==> src/rtl/tp_const_bank.sv <==
// Double-buffered constant bank for the TP arithmetic: host writes go to a shadow
// copy, and a commit handshake swaps shadow into the active copy atomically.
module tp_const_bank #(
  parameter int NSETS  = 3,
  parameter int NCONST = 6,
  parameter int WIDTH  = 18
) (
  input  logic                          io_clk,
  input  logic                          io_reset_n,
  input  logic                          io_sel,
  input  logic                          io_sync,
  input  logic [15:0]                   io_addr,
  input  logic                          io_rd_en,
  input  logic                          io_wr_en,
  input  logic [31:0]                   io_wr_data,
  output logic [31:0]                   io_rd_data,
  output logic                          io_rd_ack,
  input  logic                          commit_ok,
  output logic                          commit_done,
  output logic                          commit_pending,
  output logic [NSETS*NCONST*WIDTH-1:0] const_out
);

  localparam int NTOT = NSETS * NCONST;

  typedef enum logic {IDLE, PENDING} state_t;

  state_t                  state_q;
  logic                    dirty_q;
  logic [15:0]             commit_count_q;
  logic signed [WIDTH-1:0] shadow_q [NTOT];
  logic signed [WIDTH-1:0] active_q [NTOT];

  int          sel_s_p0, sel_k_p0, sel_idx_p0;
  logic        cst_hit_p0, ctl_hit_p0;
  logic        rd_stb_p0, wr_stb_p0, shadow_wr_p0, ctl_wr_p0;
  logic        force_p0, abort_p0, req_p0, copy_p0;
  logic [31:0] rd_val_p0;
  logic        unused_wr_bits;

  function automatic logic [31:0] sext32(input logic signed [WIDTH-1:0] v);
    return 32'(v);
  endfunction

  // stage p0: address decode and control-write actions, all from the current io_* inputs
  always_comb begin
    sel_s_p0   = int'(io_addr[7:3]);
    sel_k_p0   = int'(io_addr[2:0]);
    sel_idx_p0 = sel_s_p0 * NCONST + sel_k_p0;
    cst_hit_p0 = io_sel && io_addr[15] && !io_addr[14] && (io_addr[12:8] == 5'd0)
                 && (sel_s_p0 < NSETS) && (sel_k_p0 < NCONST);
    ctl_hit_p0 = io_sel && io_addr[15] && io_addr[14] && (io_addr[12:8] == 5'd0)
                 && (io_addr[7:0] == 8'd0);
  end

  assign rd_stb_p0    = io_sync & io_sel & io_rd_en;
  assign wr_stb_p0    = io_sync & io_sel & io_wr_en;
  assign shadow_wr_p0 = wr_stb_p0 & cst_hit_p0 & ~io_addr[13];
  assign ctl_wr_p0    = wr_stb_p0 & ctl_hit_p0;
  assign force_p0     = ctl_wr_p0 & io_wr_data[2];
  assign abort_p0     = ctl_wr_p0 & io_wr_data[1];
  assign req_p0       = ctl_wr_p0 & io_wr_data[0] & ~io_wr_data[1];
  // An abort on the same edge as commit_ok cancels the pending swap; force always copies.
  assign copy_p0      = force_p0 | ((state_q == PENDING) & commit_ok & ~abort_p0);
  assign unused_wr_bits = ^io_wr_data;

  always_comb begin
    rd_val_p0 = '0;
    if (cst_hit_p0) begin
      for (int i = 0; i < NTOT; i++) begin
        if (i == sel_idx_p0)
          rd_val_p0 = io_addr[13] ? sext32(active_q[i]) : sext32(shadow_q[i]);
      end
    end else if (ctl_hit_p0) begin
      rd_val_p0 = {commit_count_q, 14'd0, dirty_q, state_q == PENDING};
    end
  end

  // stage p1: registered state, read response and active copy
  always_ff @(posedge io_clk) begin
    if (!io_reset_n) begin
      state_q        <= IDLE;
      dirty_q        <= 1'b0;
      commit_count_q <= '0;
      io_rd_data     <= '0;
      io_rd_ack      <= 1'b0;
      commit_done    <= 1'b0;
      for (int i = 0; i < NTOT; i++) begin
        shadow_q[i] <= '0;
        active_q[i] <= '0;
      end
    end else begin
      io_rd_ack   <= rd_stb_p0;
      commit_done <= copy_p0;
      if (rd_stb_p0)
        io_rd_data <= rd_val_p0;

      if (copy_p0) begin
        for (int i = 0; i < NTOT; i++)
          active_q[i] <= shadow_q[i];
        commit_count_q <= commit_count_q + 16'd1;
      end

      if (shadow_wr_p0) begin
        for (int i = 0; i < NTOT; i++) begin
          if (i == sel_idx_p0)
            shadow_q[i] <= signed'(io_wr_data[WIDTH-1:0]);
        end
      end

      // A write landing on the copy edge is not in the new active set, so dirty stays set.
      if (shadow_wr_p0)
        dirty_q <= 1'b1;
      else if (copy_p0)
        dirty_q <= 1'b0;

      if (copy_p0 || abort_p0)
        state_q <= IDLE;
      else if (req_p0)
        state_q <= PENDING;
    end
  end

  assign commit_pending = (state_q == PENDING);

  always_comb begin
    const_out = '0;
    for (int i = 0; i < NTOT; i++)
      const_out[i*WIDTH +: WIDTH] = active_q[i];
  end

endmodule

==> config.mk <==
export PLATFORM = sky130hd
export DESIGN_NAME = tp_const_bank
export DESIGN_NICKNAME = d
export VERILOG_FILES = /design/src/rtl/tp_const_bank.sv
export SDC_FILE = /design/constraint.sdc
export NUM_CORES = 1
export LEC_CHECK = 0
export ABC_AREA = 0
export BUFFER_PORTS_ARGS = -buffer_cell sky130_fd_sc_hd__buf_2
export CAP_MARGIN = 5
export CORE_UTILIZATION = 40
export CTS_CLUSTER_SIZE = 30
export DETAILED_ROUTE_END_ITERATION = 16
export SYNTH_ARGS = -nofsm -noshare
export SYNTH_HDL_FRONTEND = slang
export SYNTH_SLANG_ARGS = --single-unit
==> constraint.sdc <==
create_clock -name io_clk -period 10.23 [get_ports io_clk]
set_input_delay 1.023 -clock io_clk [delete_from_list [all_inputs] [get_ports io_clk]]
set_output_delay 1.023 -clock io_clk [all_outputs]
set_load 0.1 [all_outputs]
==> out/summary.txt <==
crit share post-route - 0.5597
Final Hold Vio Count - 0
Max Slew Vio Count - 0
pwr dens - 178.6 nW/um^2
register area share after synthesis - 0.6109
unique cell type count in the Yosys netlist - 76
CP bufs+invs - 2
sw frac - 0.2866
flops & latches, synth - 700
Worst EP arrival - 6.20 ns
Cell Int Power - 4.949 mW
max-cap viol count - 0
Syn Area/Cell - 12.70 sq um
nets - 2986
cell family with most CP delay - compound AO/OA/AOI/OAI gates
Max Clk Rate - 0.1747 GHz
largest net degree at the start of global routing - 236
# IOs - 414
final wirelength - 125500 microns
worst min-delay path class - flop to flop
worst setup margin - 4.505 ns
CTS tree - done
First-pass DRT Iterations - 6
Setup Skew - 0.02627 ns
RSZ-0062 raised after global routing - no
layout cells sized above 1 - 0.2337
crit path cell chain - buf_2, ha_1, inv_1, fa_1, xor2_1, nor3_1, and3_1, nand4_1, a21boi_2, nand2_1, o21ai_0, o2111ai_1, a2111oi_2, o41ai_1
hold_buf cts - 0
postcts setup bufs - 0
worst path required time - 10.71 ns
Via Count - 25329
hold slack - 0.4616 ns
gr ovfl total - 0
Num CTS Buffers - 75
area fraction of the dominant cell type after synthesis - 0.5799
hold path depth - 2
Rows - 105
startpoint types - input port
crit end category - flop
R2R depth - 6
asr flop ratio synth - 0
wire length of the first global-routing pass - 178500 microns
final setup vio count - 0
Initial Util - 0.4067
clock-pin slew on the worst setup and hold paths - 0.06 ns
Remaining DRCs - 0
post-cts resize count - 0
Clock power frac - 0.392
Critical Path Stages - 14
Rel. slew slack - 0.2144
Syn Nets - 2712
Max VDD drop - 0.1263 mV
predominant post-synthesis flop cell - edfxtp_1
Setup CP Type - input port to flop
CORE AREA - 82500 sq um
leak pwr - 16.89 nW
CP Max Fanout - 11
dominant cells by area after synthesis - edfxtp_1 (58%), and3_1 (11%), mux2i_1 (6.5%), dfxtp_1 (3.1%), mux2_2 (2.8%)
Synth Cell Area - 33550 sq um
CTS max path bufs - 3
Area Overhead vs Synth - 15.79%
root buffer cell - clkbuf_16
total track usage - 0.2875
Post-synth EDFFs - 648
DP HPWL - 81570 microns
DR WL/cell - 31.00 microns
number of global-route vias before repair - 24355
worst slack, placed - 4.124 ns
Reg power frac - 0.476
status - finished, final reports clean
gpl congestion - 0.9420
Final TNS setup - 0 ns
CTS H-tree lvls - 3
Final ANT Viol Nets - 0
Post-Syn Instances - 2643
Via density - 6.256
Comb power frac - 0.131
Ys Warns - 0
DIE WIDTH - 291.6 microns
measured slew at the worst slew-check pin - 1.174 ns
initial antenna violation count - 14
final critical-path required period - 5.725 ns
Yosys top cell by area - edfxtp_1
Psw - 1.989 mW
number of port buffers - 399
Max stage delay on crit path - 1.07 ns
clk_lat worst skew - 0.64 ns
CP max-delay cell - a2111oi_2
clock sink count - 700
number of DRC markers in iteration 0 - 3760
full die area - 85050 sq um
Die H - 291.6 microns
final timing paths:
kind / start / end / slack, ns
setup / recovery: io_addr[3] / io_rd_data[5] / 4.50
hold / removal: dirty_q / dirty_q / 0.46
setup reg to reg: commit_pending / active_q[0][94] / 6.31
hold reg to reg: dirty_q / dirty_q / 0.46
layout make-up:
type / count / area [sq um]
inverters: 10 / 37.54
diodes: 1 / 2.502
flip-flops and latches: 700 / 20500
repair buffers: 458 / 2496
clock inverters: 34 / 299.0
well taps: 1070 / 1339
clock buffers: 104 / 2115
multi-input cells: 1672 / 12070
fillers: 7409 / 43650
flip-flops by register name (all words and copies together), names as in the netlist:
name	cells
commit_count_q	16
active_q	324
io_rd_ack	1
shadow_q	324
commit_pending	1
dirty_q	1
commit_done	1
io_rd_data	32
cell usage in the layout, fill, tap and decap left out, types with 10 or more instances in the layout:
master and instances:
o21ai_1 20, o21ai_0 76, o22a_1 11, and3_1 603, nor3_1 18, clkbuf_16 79
inv_1 10, nand3_1 24, ha_1 12, o221ai_1 14, nor2_1 56, edfxtp_1 648
a21boi_0 15, a211oi_1 40, a221oi_1 40, and2_1 58, nand4_1 12, nand2_1 61
a211oi_2 11, o22ai_1 39, o2111ai_1 11, xor2_1 11, mux2i_1 218, clkbuf_1 18
buf_2 397, mux2_2 83, o31ai_1 12, nor2b_1 28, dfxtp_1 52, clkinv_1 15
a21oi_1 59, buf_4 56
power groups by stage:
stage	logic, mW	registers [mW]	clock network (mW)
floorplan	0.293	3.69	0
global placement	0.896	3.36	0
detailed placement	0.901	3.36	0
CTS	0.904	3.30	2.74
global route	0.937	3.32	2.85
finish	0.912	3.31	2.72
synth_stat cells (8+ instances only):
library cell and count:
edfxtp_1 648, and3_1 603, mux2i_1 218, clkbuf_1 215
o21ai_0 93, mux2_2 83, nand2_1 62, a21oi_1 59
nor2_1 59, and2_1 58, dfxtp_1 52, a211oi_1 41
a221oi_1 40, o22ai_1 39, buf_2 30, nor2b_1 28
nand3_1 24, nor3_1 22, a21boi_0 15, o221ai_1 14
a211oi_2 12, ha_1 12, nand4_1 12, o31ai_1 12
buf_1 11, o2111ai_1 11, o22a_1 11, xor2_1 11
inv_1 10, a2111oi_0 9, a22o_1 9, a31oi_1 9
or3_1 9, o211ai_1 8
logic make-up (layout without fill, tap and decap cells):
group | after synthesis | after routing | synth area share
simple gates | 906 | 906 | 0.1599
flops | 700 | 700 | 0.6109
compound gates | 431 | 431 | 0.09236
mux | 302 | 302 | 0.09356
buf+inv | 271 | 606 | 0.03244
xor+xnor | 19 | 19 | 0.005183
fa+ha+maj | 14 | 14 | 0.005668
other cells | 0 | 1 | 0
tightest hold or removal path, delay by kind of cell (launching register included):
kind | cells | cell delay, ns
compound gates | 1 | 0.05
flops | 1 | 0.31
simple gates | 1 | 0.05
per-stage QoR:
step                instances  power (mW)  cell area [sq um]  utilization
floorplan                2643       3.988              33560            -
global placement         3910       4.253              36440       0.4416
detailed placement       3910       4.264              36440       0.4416
CTS                      4048       6.943              38850       0.4709
global route             4048       7.098              38850       0.4709
finish                   4049       6.938              38850       0.4709
per-layer routing:
layer  routed length, microns  track usage  share of wire
met1                    49400       0.3894           0.39
met2                    59580       0.4624           0.47
met3                    12250      0.05290          0.098
met4                     4259       0.1008          0.034
met5                       46            0        0.00037
No activity file was read; power rests on OpenSTA's default activity.
